<file path="src/rtl/button_conditioner.sv">
// -----------------------------------------------------------------------------
// button_conditioner
//
// Conditions N independent raw button/switch inputs. Each channel is
// synchronised, debounced, and turned into edge and long-press pulses:
//   noisy -> sync1 -> sync2 -> candidate/stability counter -> clean
//   clean -> rise / fall one-cycle pulses
//   clean -> hold counter -> long_press one-cycle pulse
//
// Parameters
//   N          number of independent channels (>= 1)
//   DELAY      cycles sync2 must stay stable before clean follows it (>= 2)
//   LONG_DELAY cycles clean must stay high before long_press fires (>= 1)
//
// Ports
//   clock       rising-edge clock for all state
//   reset       synchronous, active-high reset
//   noisy[N]    asynchronous raw input levels
//   clean[N]    debounced level (registered)
//   rise[N]     one-cycle pulse, aligned with clean going 0->1 (registered)
//   fall[N]     one-cycle pulse, aligned with clean going 1->0 (registered)
//   long_press[N] one-cycle pulse LONG_DELAY cycles into a press (registered)
//
// Latency: a held change on noisy first sampled at edge E0 shows on clean
// (and rise/fall) at edge E0+DELAY+2.
// -----------------------------------------------------------------------------
module button_conditioner #(
  parameter int N          = 4,
  parameter int DELAY      = 500000,
  parameter int LONG_DELAY = 25000000
) (
  input  logic         clock,
  input  logic         reset,
  input  logic [N-1:0] noisy,
  output logic [N-1:0] clean,
  output logic [N-1:0] rise,
  output logic [N-1:0] fall,
  output logic [N-1:0] long_press
);

  // Stability counter only has to reach DELAY-1; hold counter reaches
  // LONG_DELAY and parks there.
  localparam int CNT_W  = (DELAY > 1) ? $clog2(DELAY) : 1;
  localparam int HOLD_W = $clog2(LONG_DELAY + 1);

  localparam logic [CNT_W-1:0]  CNT_MAX  = CNT_W'(DELAY - 1);
  localparam logic [HOLD_W-1:0] HOLD_MAX = HOLD_W'(LONG_DELAY);
  localparam logic [HOLD_W-1:0] HOLD_PRE = HOLD_W'(LONG_DELAY - 1);

  // ---------------------------------------------------------------------------
  // Two-flop synchroniser, one bit per channel. Nothing downstream looks at
  // noisy directly.
  // ---------------------------------------------------------------------------
  logic [N-1:0] sync1_q;
  logic [N-1:0] sync2_q;

  // NOTE: reset is synchronous here, so it sits inside the clocked branch and
  // the sensitivity list names only the clock edge.
  always_ff @(posedge clock) begin
    if (reset) begin
      sync1_q <= '0;
      sync2_q <= '0;
    end else begin
      // NOTE: non-blocking assignments let sync2 take the old sync1, giving
      // two real flop stages instead of a single collapsed one.
      sync1_q <= noisy;
      sync2_q <= sync1_q;
    end
  end

  // ---------------------------------------------------------------------------
  // Per-channel debounce and press timing. Each generate instance owns all of
  // its state, so channels cannot interact.
  // ---------------------------------------------------------------------------
  for (genvar i = 0; i < N; i++) begin : g_chan
    logic              cand_q,  cand_d;
    logic [CNT_W-1:0]  cnt_q,   cnt_d;
    logic              clean_q, clean_d;
    logic              rise_q,  rise_d;
    logic              fall_q,  fall_d;
    logic [HOLD_W-1:0] hold_q,  hold_d;
    logic              long_q,  long_d;

    always_comb begin
      // NOTE: every signal gets a default first so no path leaves one
      // unassigned, which would otherwise infer a latch.
      cand_d  = cand_q;
      cnt_d   = cnt_q;
      clean_d = clean_q;
      hold_d  = '0;

      // Candidate tracking: any change in sync2 restarts the stability
      // count; a full count of stable cycles commits the candidate to clean.
      // The counter parks at CNT_MAX while stable, so it never wraps.
      if (sync2_q[i] != cand_q) begin
        cand_d = sync2_q[i];
        cnt_d  = '0;
      end else if (cnt_q == CNT_MAX) begin
        clean_d = cand_q;
      end else begin
        cnt_d = cnt_q + 1'b1;
      end

      // Edge pulses come from the next clean value so they register on the
      // same edge that clean itself changes.
      rise_d = clean_d & ~clean_q;
      fall_d = ~clean_d & clean_q;

      // Hold timer counts cycles of registered clean high and parks at
      // HOLD_MAX, so the LONG_DELAY-1 -> LONG_DELAY step happens once per press.
      if (clean_q) begin
        hold_d = (hold_q == HOLD_MAX) ? hold_q : hold_q + 1'b1;
      end
      long_d = clean_q && (hold_q == HOLD_PRE);
    end

    always_ff @(posedge clock) begin
      if (reset) begin
        cand_q  <= 1'b0;
        cnt_q   <= '0;
        clean_q <= 1'b0;
        rise_q  <= 1'b0;
        fall_q  <= 1'b0;
        hold_q  <= '0;
        long_q  <= 1'b0;
      end else begin
        cand_q  <= cand_d;
        cnt_q   <= cnt_d;
        clean_q <= clean_d;
        rise_q  <= rise_d;
        fall_q  <= fall_d;
        hold_q  <= hold_d;
        long_q  <= long_d;
      end
    end

    assign clean[i]      = clean_q;
    assign rise[i]       = rise_q;
    assign fall[i]       = fall_q;
    assign long_press[i] = long_q;
  end

endmodule

</file>
<file path="config.mk">
export PLATFORM = sky130hd
export DESIGN_NAME = button_conditioner
export DESIGN_NICKNAME = d
export VERILOG_FILES = /design/src/rtl/button_conditioner.sv
export SDC_FILE = /design/constraint.sdc
export NUM_CORES = 1
export LEC_CHECK = 0
export ABC_AREA = 1
export BUFFER_PORTS_ARGS = -buffer_cell sky130_fd_sc_hd__buf_4
export CORE_MARGIN = 10
export CORE_UTILIZATION = 40
export CTS_CLUSTER_DIAMETER = 50
export DETAILED_ROUTE_END_ITERATION = 10
export PLACE_DENSITY = 0.53
export SETUP_SLACK_MARGIN = 0.3
export SLEW_MARGIN = 40
export SYNTH_ARGS = -nofsm -noshare
export SYNTH_HDL_FRONTEND = slang
export SYNTH_SLANG_ARGS = --single-unit
</file>
<file path="constraint.sdc">
create_clock -name clock -period 2.1 [get_ports clock]
set_clock_uncertainty 0.05 [all_clocks]
set_input_delay 0.21 -clock clock [delete_from_list [all_inputs] [get_ports clock]]
set_output_delay 0.21 -clock clock [all_outputs]
set_load 0.02 [all_outputs]
</file>
# Word-level counts from Yosys, hierarchy flattened
# Index checks and enable logic that the tools add are counted.
[word_totals] wordCells=90 latch_bits=0 out_inout_bits=16 regBits=204 mem_count=0 inputBits=6 rom_bits=0 ramBits=0
[op_classes] n_mul=0 eq_ne=16 muxes=8 bitwise_logic=16 div_mod_pow=0 n_reduce_logical=12 magnitude_cmp=0 n_shift=0 add_sub_neg=8
[ops] op="== test 25 bit (second input constant)" n=8
[ops] op="adder 25 x 1 -> 25 bit (second input constant)" n=4
[ops] op="adder 19 x 1 -> 19 bit (second input constant)" n=4
[ops] op="== test 19 bit (second input constant)" n=4
[ops] op="OR reduction 2 bit" n=8
[ops] op="bitwise AND 1 bit" n=8
[ops] op="two-way mux 1 bit" n=8
[ops] op="inverter 1 bit" n=8
[ops] op="logical AND 1 bit" n=4
[ops] op="inequality test 1 bit" n=4

# Depth between registers and ports, before layout
[depth] word_depth=5 ltp_mapped=10

# Worst setup path after synthesis
# No wires, ideal clock.
[synth_timing] path_type="flip-flop to flip-flop" start="register g_chan[2].cnt_q[0]" end="register g_chan[2].cnt_q[14]" t_arrival_ns=1.292 path_stages_with_launch=9 required_ns=1.931 path_buffers=0 path_slack_ns=0.639 setup_time_ns=0.119 path_cell_list="dfxtp_1 > ha_1 > nand3_2 > inv_2 > nand2_2 > nor2_4 > nand2_1 > nor2_1 > nor3b_2"
[synth_between] elab_chain_len=1 word_cells_on_any_way=2
[synth_rtl] element="start: declaration" line_no="77" text="logic [CNT_W-1:0] cnt_q, cnt_d;"
[synth_rtl] element="start signal: assignment" line_no="128" text="cnt_q <= cnt_d;"
[synth_rtl] element="adder 19 x 1 -> 19 bit / == test 19 bit (equally long branches)" line_no="101, 98"
# Parallel ways exist; a longest one is shown, timed or not.
# A chain may end at the register's enable or synchronous reset.

# Worst setup path in the final report
[layout_timing] start="register g_chan[0].cnt_q[0]" end="register g_chan[0].rise_q"
[layout_between] elab_chain_len=4
[layout_rtl] element="start: declaration" line_no="77"
[layout_rtl] element="start signal: assignment" line_no="128"
[layout_rtl] element="== test 19 bit" line_no="98" text="end else if (cnt_q == CNT_MAX) begin"
[layout_rtl] element="two-way mux 1 bit" line_no="98"
[layout_rtl] element="two-way mux 1 bit" line_no="95" text="if (sync2_q[i] != cand_q) begin"
[layout_rtl] element="bitwise AND 1 bit" line_no="106" text="rise_d = clean_d & ~clean_q;"
[layout_rtl] element="end signal: assignment" line_no="130" text="rise_q <= rise_d;"
[layout_rtl] element="end: declaration" line_no="79" text="logic rise_q, rise_d;"
# No other way between the ends.

==> impl_metrics.yaml <==
status:
  outcome: "complete, no violations"
clock_network:
  h-tree-depth: 2
  path_clk_slew_ns: 0.06
  clock_path_buffers: 3
  root_buffer: "clkbuf_16"
  numCtsBuffers: 34
  cts_tree: "built"
  clk_latency_ns: 0.50
  cts_sinks: 204
yosys:
  synth_cell_types: 40
  yosysMostFrequentCell: "nand2_1"
  ys_top_cells_by_area: "dfxtp_1 (37%), nand2_1 (14%), nor2_1 (10%)"
  syn-num-nets: 1706
  synth_flop_cell: "dfxtp_1"
  synth_edf_count: 0
  ys_seq_area_share_pct: 37.2
  synthAdderAreaFrac_pct: 1.37
  synth_xor_xnor_area_share_pct: 2.40
  synth_common_cells: "nand2_1 (400), nor2_1 (301), inv_1 (216), dfxtp_1 (204), a21oi_1 (119)"
  synth_top_cell_area_share_pct: 37.2
  synth-compound-area-share_pct: 9.07
  netlist_area_mm2: 0.0110
  synthMuxAreaShare_pct: 0
  yosysWarningCount: 0
  syn_avg_cell_area_um2: 6.50
  postSynth.asyncResetShare_pct: 0
  yosysTopAreaCell: "dfxtp_1"
  syn_inst: 1688
  yosys.area_share.simple_pct: 40.6
  yosys_register_bits: 204
  synth_top_family_by_area: "simple AND/OR/NAND/NOR gates"
final_layout:
  largest_register: "g_chan.hold_q"
  diodes: 0
  largest_register_ffs: 100
  area_growth_pct: 15.2
  layout-drive-gt1-share_pct: 9.81
  reg.largest.list: "g_chan.hold_q x100, g_chan.cnt_q x76"
  fin_nets: 1745
sta:
  fmax_ghz: 0.612
  setup-tns-final_ns: 0
  hold_viol_final: 0
  post-route-min-period_ns: 1.63
  maxSlewViolCount: 0
  setup_viol: 0
  rsz0062_at_grt: "false"
  timing.final.ws_setup_ns: 0.466
  max_slew.worst_pin.slew_ns: 0.637
  slew_headroom_pct: 57.4
  finalCritPeriodShare_pct: 77.8
power:
  leakage_nw: 4.08
  peakVddDrop_mv: 0.511
  powerDensity_mw_per_mm2: 760
setup_path:
  worstPathArrival_ns: 2.02
  end_kind: "register"
  slowest_delay_ns: 0.39
  critPathLaunchType: "register"
  path_buf_inv: 1
  cpLargestDelayFamily: "simple AND/OR/NAND/NOR gates"
  crit_path_max_fanout: 5
  path_class: "reg2reg"
  slowest_stage: "dfxtp_1"
  crit_required_ns: 2.49
  cp_cell_sequence: "ha_1 > nand2_2 > nor2_2 > nand3_2 > nor2_4 > nand4_1 > inv_1"
placed_design:
  port_buffers: 21
  gp_congestion: 0.877
  dp_hpwl_um: 18800
  pre_cts_slack_ns: 0.429
global_route:
  grt_usage_pct: 15.0
  antenna_found_initial: 0
  grt-ovfl-total: 0
  grt_pass1_vias: 9512
  grt_pass1_wl_um: 43800
  grt_max_degree: 21
floorplan:
  design.core.area_mm2: 0.0270
  initial_core_util_pct: 40.7
  dieWidth_um: 186
  dieArea_mm2: 0.0345
  fp-row-count: 60
  die_h_um: 186
  ios: 22
drt:
  ant_nets: 0
  num_vias: 10164
  wl_per_cell_um: 12.1
  wl_um: 25300
  vias_per_cell: 4.85
  drtIter0Drc: 671
  firstDrtPassIters: 5
  drc: 0
run:
  max-cap-violations: 0
worst_hold_path:
  hp-class: "reg2reg"
kinds of logic (layout without fill, tap and decap cells):
logic type,count (synthesis),after routing
fa+ha+maj,12,12
buf+inv,254,319
flops,204,204
simple gates,992,992
compound gates,196,196
xor+xnor,30,30
cell usage in the layout, fill, tap and decap left out, types with 7 or more instances in the layout:
master     instances
nand2_1          400
nor2_1           300
inv_1            215
dfxtp_1          202
a21oi_1          119
nand3_1          103
o21ai_0           71
nand4_1           53
nor3_1            47
clkbuf_16         37
buf_4             28
nor2_2            21
xor2_1            18
nor2_4            15
nand2_2           12
nand3b_1          12
xnor2_1           12
nand3_2            9
ha_1               9
inv_2              8
inv_6              7
worst min-delay path, delay by kind of cell (launching register included):
kind	cells	cell delay [ns]
flops	1	0.29
buf+inv	1	0.04
simple gates	1	0.03
area by class of cell:
cell class / count / area, µm²
timing repair buffer: 33 / 260
sequential: 204 / 4090
inverter: 224 / 841
clock inverter: 22 / 201
multi-input combinational: 1230 / 5870
tap: 341 / 427
clock buffer: 40 / 947
fill: 2848 / 14300
per-stage QoR:
stage	area [µm²]	hold WS [ns]	cells	utilization, %	total power, mW
after CTS	12600	0.353	2094	46.8	9.77
after floorplan	11000	0.267	1688	-	4.10
after global placement	11400	0.343	2027	42.4	4.14
after global routing	12600	0.371	2094	46.9	9.98
after detailed placement	11400	0.345	2027	42.4	4.14
final	12600	0.352	2094	46.9	9.61
metal layers:
| layer | wire length, µm | GRT usage, % | vias up |
|---|---|---|---|
| met1 | 12800 | 20.3 | 4503 |
| met4 | 586 | 5.48 | 0 |
| met2 | 11100 | 23.6 | 144 |
| met3 | 824 | 2.48 | 45 |
| li1 | - | - | 5472 |
| met5 | 0 | 0 | - |
worst paths after layout:
path | end | slack (ns) | start | cells after the start
setup / recovery | g_chan[0].rise_q | 0.47 | g_chan[0].cnt_q[0] | 7
hold reg to reg | sync2_q[2] | 0.35 | sync1_q[2] | 2
setup reg to reg | g_chan[0].rise_q | 0.47 | g_chan[0].cnt_q[0] | 7
hold / removal | sync2_q[2] | 0.35 | sync1_q[2] | 2
timing repair:
item,CTS,global route
hold buffers,5,0
buffers inserted,0,0
endpoints found under the hold margin,4,0
resized for setup,0,7
endpoints found under the setup margin,0,11
power by group:
group / switching [mW] / total, mW / internal [mW]
registers: 0.0294 / 3.93 / 3.90
clock network: 2.11 / 5.54 / 3.43
logic: 0.0848 / 0.134 / 0.0493
Note: power is estimated with default switching activity, not from simulation.
